`src/rtl/fetch_buffer.sv`:
```
// Instruction prefetch queue: issues sequential word fetches on the shared memory port,
// buffers returned words with their PCs, and flushes/restarts on a control-flow redirect.
module fetch_buffer #(
  parameter int          DEPTH    = 4,
  parameter logic [29:0] RESET_PC = 30'h0
) (
  input  logic        clk,
  input  logic        rst_n,
  input  logic        mem_busy,
  output logic        fetch_req,
  output logic [29:0] fetch_addr,
  input  logic [31:0] mem_rdata,
  input  logic        redirect,
  input  logic [29:0] redirect_pc,
  output logic        inst_valid,
  output logic [31:0] inst,
  output logic [29:0] inst_pc,
  input  logic        inst_ready
);

  localparam int            PW      = $clog2(DEPTH);
  localparam logic [PW:0]   DEPTH_C = (PW+1)'(DEPTH);

  logic [29:0]   pc_mem_q   [DEPTH];
  logic [31:0]   word_mem_q [DEPTH];

  logic [PW-1:0] wr_ptr_q, wr_ptr_d;
  logic [PW-1:0] rd_ptr_q, rd_ptr_d;
  logic [PW:0]   count_q, count_d;
  logic          inflight_q, inflight_d;
  logic [29:0]   inflight_pc_q, inflight_pc_d;
  logic [29:0]   fetch_addr_q, fetch_addr_d;

  logic [PW:0]   occupancy_s;
  logic          accept_s;
  logic          resp_s;
  logic          pop_s;
  logic          empty_s;

  // Issue/handshake decode; the outstanding fetch reserves a queue slot.
  always_comb begin
    occupancy_s = count_q + (PW+1)'(inflight_q);
    fetch_req   = occupancy_s < DEPTH_C;
    empty_s     = (count_q == {(PW+1){1'b0}});
    accept_s    = fetch_req && !mem_busy && !redirect;
    resp_s      = inflight_q && !redirect;
    pop_s       = !empty_s && inst_ready && !redirect;
    fetch_addr  = fetch_addr_q;
    inst_valid  = !empty_s;
    if (empty_s) begin
      inst    = 32'h0;
      inst_pc = 30'h0;
    end else begin
      inst    = word_mem_q[rd_ptr_q];
      inst_pc = pc_mem_q[rd_ptr_q];
    end
  end

  // Next-state: redirect flushes everything and drops any landing response.
  always_comb begin
    wr_ptr_d      = wr_ptr_q;
    rd_ptr_d      = rd_ptr_q;
    count_d       = count_q;
    inflight_d    = inflight_q;
    inflight_pc_d = inflight_pc_q;
    fetch_addr_d  = fetch_addr_q;
    if (redirect) begin
      count_d      = {(PW+1){1'b0}};
      rd_ptr_d     = wr_ptr_q;
      inflight_d   = 1'b0;
      fetch_addr_d = redirect_pc;
    end else begin
      if (resp_s) begin
        wr_ptr_d = wr_ptr_q + {{(PW-1){1'b0}}, 1'b1};
      end else begin
        wr_ptr_d = wr_ptr_q;
      end
      if (pop_s) begin
        rd_ptr_d = rd_ptr_q + {{(PW-1){1'b0}}, 1'b1};
      end else begin
        rd_ptr_d = rd_ptr_q;
      end
      case ({resp_s, pop_s})
        2'b10:   count_d = count_q + {{PW{1'b0}}, 1'b1};
        2'b01:   count_d = count_q - {{PW{1'b0}}, 1'b1};
        default: count_d = count_q;
      endcase
      if (accept_s) begin
        inflight_d    = 1'b1;
        inflight_pc_d = fetch_addr_q;
        fetch_addr_d  = fetch_addr_q + 30'd1;
      end else begin
        inflight_d    = 1'b0;
      end
    end
  end

  // Control state registers.
  always_ff @(posedge clk or negedge rst_n) begin
    if (!rst_n) begin
      wr_ptr_q      <= {PW{1'b0}};
      rd_ptr_q      <= {PW{1'b0}};
      count_q       <= {(PW+1){1'b0}};
      inflight_q    <= 1'b0;
      inflight_pc_q <= 30'h0;
      fetch_addr_q  <= RESET_PC;
    end else begin
      wr_ptr_q      <= wr_ptr_d;
      rd_ptr_q      <= rd_ptr_d;
      count_q       <= count_d;
      inflight_q    <= inflight_d;
      inflight_pc_q <= inflight_pc_d;
      fetch_addr_q  <= fetch_addr_d;
    end
  end

  // Queue storage; contents are only observed while counted, so no reset is needed.
  always_ff @(posedge clk) begin
    if (resp_s) begin
      pc_mem_q[wr_ptr_q]   <= inflight_pc_q;
      word_mem_q[wr_ptr_q] <= mem_rdata;
    end
  end

endmodule

```
`config.mk`:
```
export PLATFORM = sky130hd
export DESIGN_NAME = fetch_buffer
export DESIGN_NICKNAME = d
export VERILOG_FILES = /design/src/rtl/fetch_buffer.sv
export SDC_FILE = /design/constraint.sdc
export NUM_CORES = 1
export LEC_CHECK = 0
export CORE_MARGIN = 2
export CORE_UTILIZATION = 55
export DETAILED_ROUTE_END_ITERATION = 16
export PLACE_DENSITY = 0.79
export SETUP_SLACK_MARGIN = 0.3
export SLEW_MARGIN = 10
export SYNTH_ARGS = -nofsm -noshare
export SYNTH_HDL_FRONTEND = slang
export SYNTH_SLANG_ARGS = --single-unit
```
`constraint.sdc`:
```
create_clock -name clk -period 3.05 [get_ports clk]
set_input_delay 0.61 -clock clk [delete_from_list [all_inputs] [get_ports clk]]
set_output_delay 0.61 -clock clk [all_outputs]
set_load 0.01 [all_outputs]
```
==> flow_summary_export.csv, run 1 <==
group,metric,value,unit
place,dp_hpwl,17.3,mm
pwr,combPwrFrac,34.0,%
sta,setup_violations,0,
grt,grt_max_degree,69,
pwr,leakagePower,5.83,nW
logic_synthesis,synthTopCellsByArea,"edfxtp_1, dfrtp_1, mux4_2",
run_status,outcome,"finished, final reports clean",
grt,antenna_found_initial,1,
finish,nNetsFinal,986,
grt,grt_pass1_vias,7542,
logic_synthesis,synth_top_area_share,58.4,%
sta,setup_ws,0.253,ns
logic_synthesis,ys_types,46,
floorplanning,dieHeight,156,um
sta,worstMarginPinSlew,0.889,ns
drt,wl,28.6,mm
sta,fmax,358,MHz
logic_synthesis,syn-cell-area,12700,um^2
critical_path,startpoint_type,"flop",
pwr,switchingPower,0.00414,W
grt,grtUsageTotal,23.6,%
pwr,p_sw_share,28.2,%
sta,report.final.slew_viol_count,0,
drt,via_count,7196,
logic_synthesis,synth_warnings,0,
clock_tree,ctsRootBufferMaster,"clkbuf_16",
place,globalplace.congestion,0.857,
pwr,intPower,0.0106,W
drt,drt_iter0_drc,516,
critical_path,worstPathCellList,"buf_6 -> buf_16 -> buf_4 -> mux4_2 -> and2_1 -> buf_2",
sta,hold_violations,0,
clock_tree,cts.htree.levels,1,
critical_path,worstPathArrival,2.19,ns
critical_path,r2r_slack,0.73,ns
floorplanning,io_pins,161,
drt,via_per_inst,5.88,
clock_tree,cts_made_buffers,31,
pwr,clkPwrFrac,27.1,%
critical_path,path_delay_family,"buffers and inverters",
logic_synthesis,syn_avg_cell_area,17.9,um^2
finish,layout_commonest_cell,"edfxtp_1",
job,drv_cap,0,
place,place_ws,0.457,ns
clock_tree,cts-hold-fix-buffers,0,
sta,fin_tns_setup,0,ns
drt,drtPass1Iterations,5,
logic_synthesis,synth-seq-area-share,71.8,%
grt,grt_pass1_wl,43.5,mm
drt,routedWlPerCell,23.3,um
sta,max_slew_margin,40.7,%
logic_synthesis,synthCells,713,
sta,fin_crit,2.80,ns
logic_synthesis,synth_edf_count,248,
clock_tree,clk_path_buf_depth,3,
sta,fin_skew,0.0117,ns
critical_path,path_class,"reg -> out",
pwr,power_frac_seq,38.9,%
critical_path,critPathSlowestCell,"dfrtp_4",
critical_path,end_kind,"output port",
drt,detail-route-antenna-nets,0,
critical_path,path_buf_inv,4,
logic_synthesis,syn-num-nets,786,
critical_path,cp_max_fo,8,
logic_synthesis,synthArstFlopShare,21.5,%
hold_path,hp-class,"in -> async",
finish,drive_gt1_share,32.9,%
clock_tree,clkTransAtPathRegs,0.07,ns
drt,drcViolationCount,0,
pwr,finalPower,0.0147,W
pwr,vdd_drop_max,0.464,mV
finish,mostFrequentLayoutCells,"edfxtp_1, clkdlybuf4s50_1, dfrtp_1, mux4_2, nand2_1",
floorplanning,dieArea,24400,um^2
place,io_buffers,160,
clock_tree,cts_tree,"built",
critical_path,crit_required,2.44,ns
pwr,powerDensity,906,nW/um^2
floorplanning,core,22700,um^2
floorplanning,start_util,56.1,%
floorplanning,die_w,156,um
logic_synthesis,dominantRegCellSynth,"edfxtp_1",
clock_tree,cts_sinks,316,
sta,rsz0062_at_grt,"yes",
sta,finalCritPeriodShare,91.7,%
logic_synthesis,synth_top_area_cell,"edfxtp_1",
clock_tree,clkLatencyLatePin,0.54,ns
floorplanning,rows,55,
critical_path,critPathMaxStageDelay,0.50,ns
grt,overflow,0,
logic_synthesis,synth_seq_cells,316,
finish,area_growth,27.4,%
## per-stage QoR
step | utilization [%] | area (um^2) | hold slack [ns] | instances
floorplan | - | 12700 | 0.314 | 713
global placement | 65.3 | 14800 | 0.481 | 1142
detailed placement | 65.3 | 14800 | 0.509 | 1142
CTS | 70.3 | 16000 | 0.210 | 1221
global route | 71.5 | 16200 | 0.248 | 1222
finish | 71.5 | 16200 | 0.173 | 1223
## cells in the mapped netlist (all sizes together), types with 2 or more instances
| cell | instances |
|---|---|
| nor3 | 10 |
| a21oi | 2 |
| xor2 | 5 |
| mux4 | 62 |
| dfrtp | 68 |
| edfxtp | 248 |
| buf | 18 |
| inv | 9 |
| ha | 5 |
| mux2 | 28 |
| mux2i | 4 |
| nand2 | 41 |
| nor4 | 14 |
| and2 | 67 |
| nor2 | 11 |
| nand3 | 8 |
| a31oi | 3 |
| and3 | 3 |
| nor2b | 3 |
| and4 | 2 |
| nand4 | 9 |
| or2 | 2 |
| or3 | 4 |
| o21ai | 31 |
| clkbuf | 21 |
| xnor2 | 25 |
## timing repair
item,4_1_cts,5_1_grt
gates resized for setup,276,66
pin swaps,7,2
gates cloned,6,0
endpoints found under the setup margin,63,53
buffers inserted,16,1
## flip-flops by register name, indices dropped and copies added (netlist names)
signal,flops
rd_ptr_q,2
count_q,3
wr_ptr_q,2
word_mem_q,128
fetch_addr,30
inflight_q,1
pc_mem_q,120
inflight_pc_q,30
## power groups by stage
stage          logic (W)  clock network [W]  registers [W]
2_1_floorplan    0.00241                  0        0.00561
3_3_place_gp     0.00420                  0        0.00575
3_5_place_dp     0.00426                  0        0.00582
4_1_cts          0.00450            0.00404        0.00572
5_1_grt          0.00531            0.00420        0.00579
6_report         0.00500            0.00398        0.00572
## layer usage
layer / vias to the layer above / global-route usage [%] / wire [um]
met5: - / 0 / 0
li1: 3150 / - / -
met2: 317 / 40.5 / 14600
met3: 50 / 4.15 / 1860
met4: 0 / 7.34 / 616
met1: 3679 / 31.4 / 11500
## logic make-up (layout without fill, tap and decap cells)
logic type	after synthesis	in the layout	share of synthesized area, %
and+or+nand+nor	178	178	8.12
adders and majority gates	6	6	0.648
other	0	1	0
xor gates and xnor gates	30	30	2.06
muxes	94	94	13.8
AOI/OAI and AO/OA	41	41	1.84
buffers and inverters	48	272	1.71
DFF	316	316	71.8
## final cells by class
cell class | instances | area [um^2]
clock inverters | 10 | 151
diodes | 1 | 2.50
multi-input cells | 349 | 3490
flip-flops and latches | 316 | 9160
well taps | 285 | 357
repair buffers | 206 | 2120
clock buffers | 47 | 936
inverters | 9 | 33.8
fillers | 1400 | 6470
## worst reg2reg max path, delay by kind of cell (launching register included)
family / cells / cell delay, ns
and+or+nand+nor: 3 / 1.25
DFF: 1 / 0.53
AOI/OAI and AO/OA: 2 / 0.41
## worst paths after layout
path / startpoint / end / depth (start not counted)
hold / removal: rst_n / fetch_addr[21] / 1
setup reg to reg: fetch_addr[12] / fetch_addr[28] / 5
hold reg to reg: inflight_pc_q[10] / pc_mem_q[3][10] / 0
setup / recovery: rd_ptr_q[0] / inst[12] / 6
max in group asynchronous: rst_n / rd_ptr_q[1] / 1
min in group clk: redirect / count_q[1] / 2
Note: power is estimated with default switching activity, not from simulation.
==> inputs of run 2 (changes only) <==
--- a/config.mk
+++ b/config.mk
@@ -6,9 +6,8 @@
 export NUM_CORES = 1
 export LEC_CHECK = 0
 export CORE_MARGIN = 2
-export CORE_UTILIZATION = 55
+export CORE_UTILIZATION = 35
 export DETAILED_ROUTE_END_ITERATION = 16
-export PLACE_DENSITY = 0.79
 export SETUP_SLACK_MARGIN = 0.3
 export SLEW_MARGIN = 10
 export SYNTH_ARGS = -nofsm -noshare
==> constraint.sdc (replaced) <==
create_clock -name clk -period 2.25 [get_ports clk]
set_input_delay 0.45 -clock clk [delete_from_list [all_inputs] [get_ports clk]]
set_output_delay 0.45 -clock clk [all_outputs]
set_load 0.01 [all_outputs]
==> run 2 against run 1 <==
Net effect: routed wire length increased by 13%; largest power group is now combinational logic; the run now ends with negative setup slack left; register-to-register slack got worse by 0.65 ns; critical path type unchanged; power grew 55%.
==> flow_summary_export.csv, run 2 (synthesized netlist as in run 1, its figures left out) <==
group,metric,value,unit
run_status,outcome,"finished with violations",
run_status,violations,"negative setup slack",
critical_path,path_class,"reg -> out",
sta,fin_crit,2.68,ns
floorplanning,rows,69,
drt,drcViolationCount,0,
place,placed_cell_area,15400,um^2
grt,grtUsageTotal,17.0,%
sta,worstMarginPinSlew,0.551,ns
critical_path,end_kind,"output port",
critical_path,crit_required,1.80,ns
clock_tree,ctsRootBufferMaster,"clkbuf_16",
critical_path,cp_max_fo,7,
job,drv_cap,0,
hold_path,min_path_cells,2,
pwr,powerDensity,1250,nW/um^2
finish,top_register,"word_mem_q",
sta,fmax,374,MHz
finish,area_growth,43.4,%
drt,via_per_inst,4.92,
drt,via_count,7289,
grt,antenna_found_initial,0,
floorplanning,die_w,195,um
sta,finalCritPeriodShare,119,%
clock_tree,clkTransAtPathRegs,0.06,ns
pwr,combPwrFrac,41.3,%
sta,setup_ws,-0.427,ns
pwr,p_sw_share,28.6,%
sta,max_slew_margin,63.3,%
place,io_buffers,160,
grt,grt_pass1_vias,7670,
drt,detail-route-antenna-nets,0,
pwr,leakagePower,6.84,nW
pwr,switchingPower,0.00651,W
finish,largest_reg_flops,128,
pwr,clkPwrFrac,25.1,%
finish,mostFrequentLayoutCells,"edfxtp_1, buf_6, clkdlybuf4s50_1, mux4_2",
clock_tree,cts_tree,"built",
pwr,finalPower,0.0228,W
sta,fin_skew,0.00926,ns
grt,overflow,0,
critical_path,rr_worst_depth,9,
floorplanning,core,35700,um^2
finish,fillers,2930,
hold_path,hp-class,"in -> reg",
finish,drive_gt1_share,43.9,%
floorplanning,dieArea,38000,um^2
drt,routedWlPerCell,21.8,um
finish,largest_registers,"word_mem_q (128), pc_mem_q (120)",
pwr,power_frac_seq,33.6,%
sta,setup_violations,63,
floorplanning,dieHeight,195,um
pwr,intPower,0.0163,W
clock_tree,cts.htree.levels,2,
finish,antenna_cells,0,
floorplanning,io_pins,161,
drt,drt_iter0_drc,353,
critical_path,startpoint_type,"flop",
sta,hold_violations,0,
drt,wl,32.3,mm
grt,grt_max_degree,52,
sta,rsz0062_at_grt,"yes",
clock_tree,clkLatencyLatePin,0.50,ns
sta,report.final.slew_viol_count,0,
floorplanning,start_util,35.7,%
pwr,vdd_drop_max,0.573,mV
place,globalplace.congestion,0.763,
finish,design_area,18300,um^2
grt,grt_pass1_wl,48.2,mm
clock_tree,cts_made_buffers,37,
place,dp_hpwl,18.6,mm
finish,layout_commonest_cell,"edfxtp_1",
critical_path,worstPathArrival,2.23,ns
drt,drtPass1Iterations,5,
finish,nNetsFinal,1069,
clock_tree,clk_path_buf_depth,3,
clock_tree,cts_sinks,316,
run 2: changes by cell type in the layout (fill, tap and decap cells not counted), sizes merged:
| cell | before | now |
|---|---|---|
| buf | 110 | 186 |
| bufbuf | 0 | 2 |
| clkbuf | 47 | 45 |
| clkdlybuf4s50 | 95 | 70 |
| clkinv | 5 | 13 |
| clkinvlp | 0 | 1 |
| diode | 1 | 0 |
| dlygate4sd2 | 1 | 20 |
| dlygate4sd3 | 0 | 1 |
| dlymetal6s2s | 0 | 4 |
run 2: final cells by class:
class                      instances  area, um^2  share of cell area (%)
tap                              461         577                    3.16
multi-input combinational        349        4060                    22.2
clock buffer                      45         966                    5.29
timing repair buffer             283        3290                    18.0
clock inverter                    19         191                    1.05
sequential                       316        9170                    50.2
inverter                           9        33.8                   0.185
run 2: power by group through the flow:
stage | Sequential [W] | Clock [W] | Combinational, W
after global routing | 0.00773 | 0.00611 | 0.0100
after CTS | 0.00765 | 0.00586 | 0.00872
after global placement | 0.00774 | 0 | 0.00634
final | 0.00765 | 0.00571 | 0.00942
after detailed placement | 0.00778 | 0 | 0.00635
after floorplan | 0.00760 | 0 | 0.00331
run 2: final timing paths:
path | from | end | slack (ns)
max | rd_ptr_q[0] | inst_pc[14] | -0.43
min | redirect | count_q[1] | 0.33
max reg2reg | count_q[0] | count_q[2] | 0.08
min reg2reg | inflight_pc_q[24] | pc_mem_q[1][24] | 0.52
max in group asynchronous | rst_n | rd_ptr_q[0] | 1.26
min in group asynchronous | rst_n | fetch_addr[6] | 0.39
run 2: worst max-delay path, cell delays in order, from the launching register on:
cell and delay, ns:
dfrtp_4 0.49, buf_12 0.14, buf_12 0.14, buf_16 0.13, buf_12 0.14, mux4_2 0.43, and2_4 0.16, buf_6 0.11
run 2: stage by stage:
step	utilization (%)	worst slack [ns]	TNS [ns]	hold slack (ns)	std cells
2_1_floorplan	-	0.0594	0	0.154	713
3_3_place_gp	43.2	-0.117	-7.45	0.364	1353
3_5_place_dp	43.2	-0.122	-8.62	0.369	1353
4_1_cts	49.3	-0.446	-21.25	0.310	1463
5_1_grt	51.1	-0.482	-23.74	0.324	1482
6_report	51.1	-0.427	-20.06	0.334	1482
run 2: per-layer routing:
| layer | vias to the layer above | global-route usage [%] | part of all wire, % |
|---|---|---|---|
| met5 | - | 0 | 0 |
| met2 | 229 | 28.1 | 49 |
| met3 | 33 | 3.19 | 5.6 |
| li1 | 3321 | - | - |
| met1 | 3706 | 23.7 | 44 |
| met4 | 0 | 3.34 | 1.3 |
run 2: what timing repair did:
| action | in CTS | in global routing |
|---|---|---|
| gates resized for setup | 438 | 118 |
| cloned | 13 | 0 |
| hold endpoints to repair | 20 | 0 |
| hold buffers | 1 | 0 |
| setup endpoints to repair | 124 | 129 |
| pin swaps | 73 | 45 |
| setup buffers | 32 | 19 |
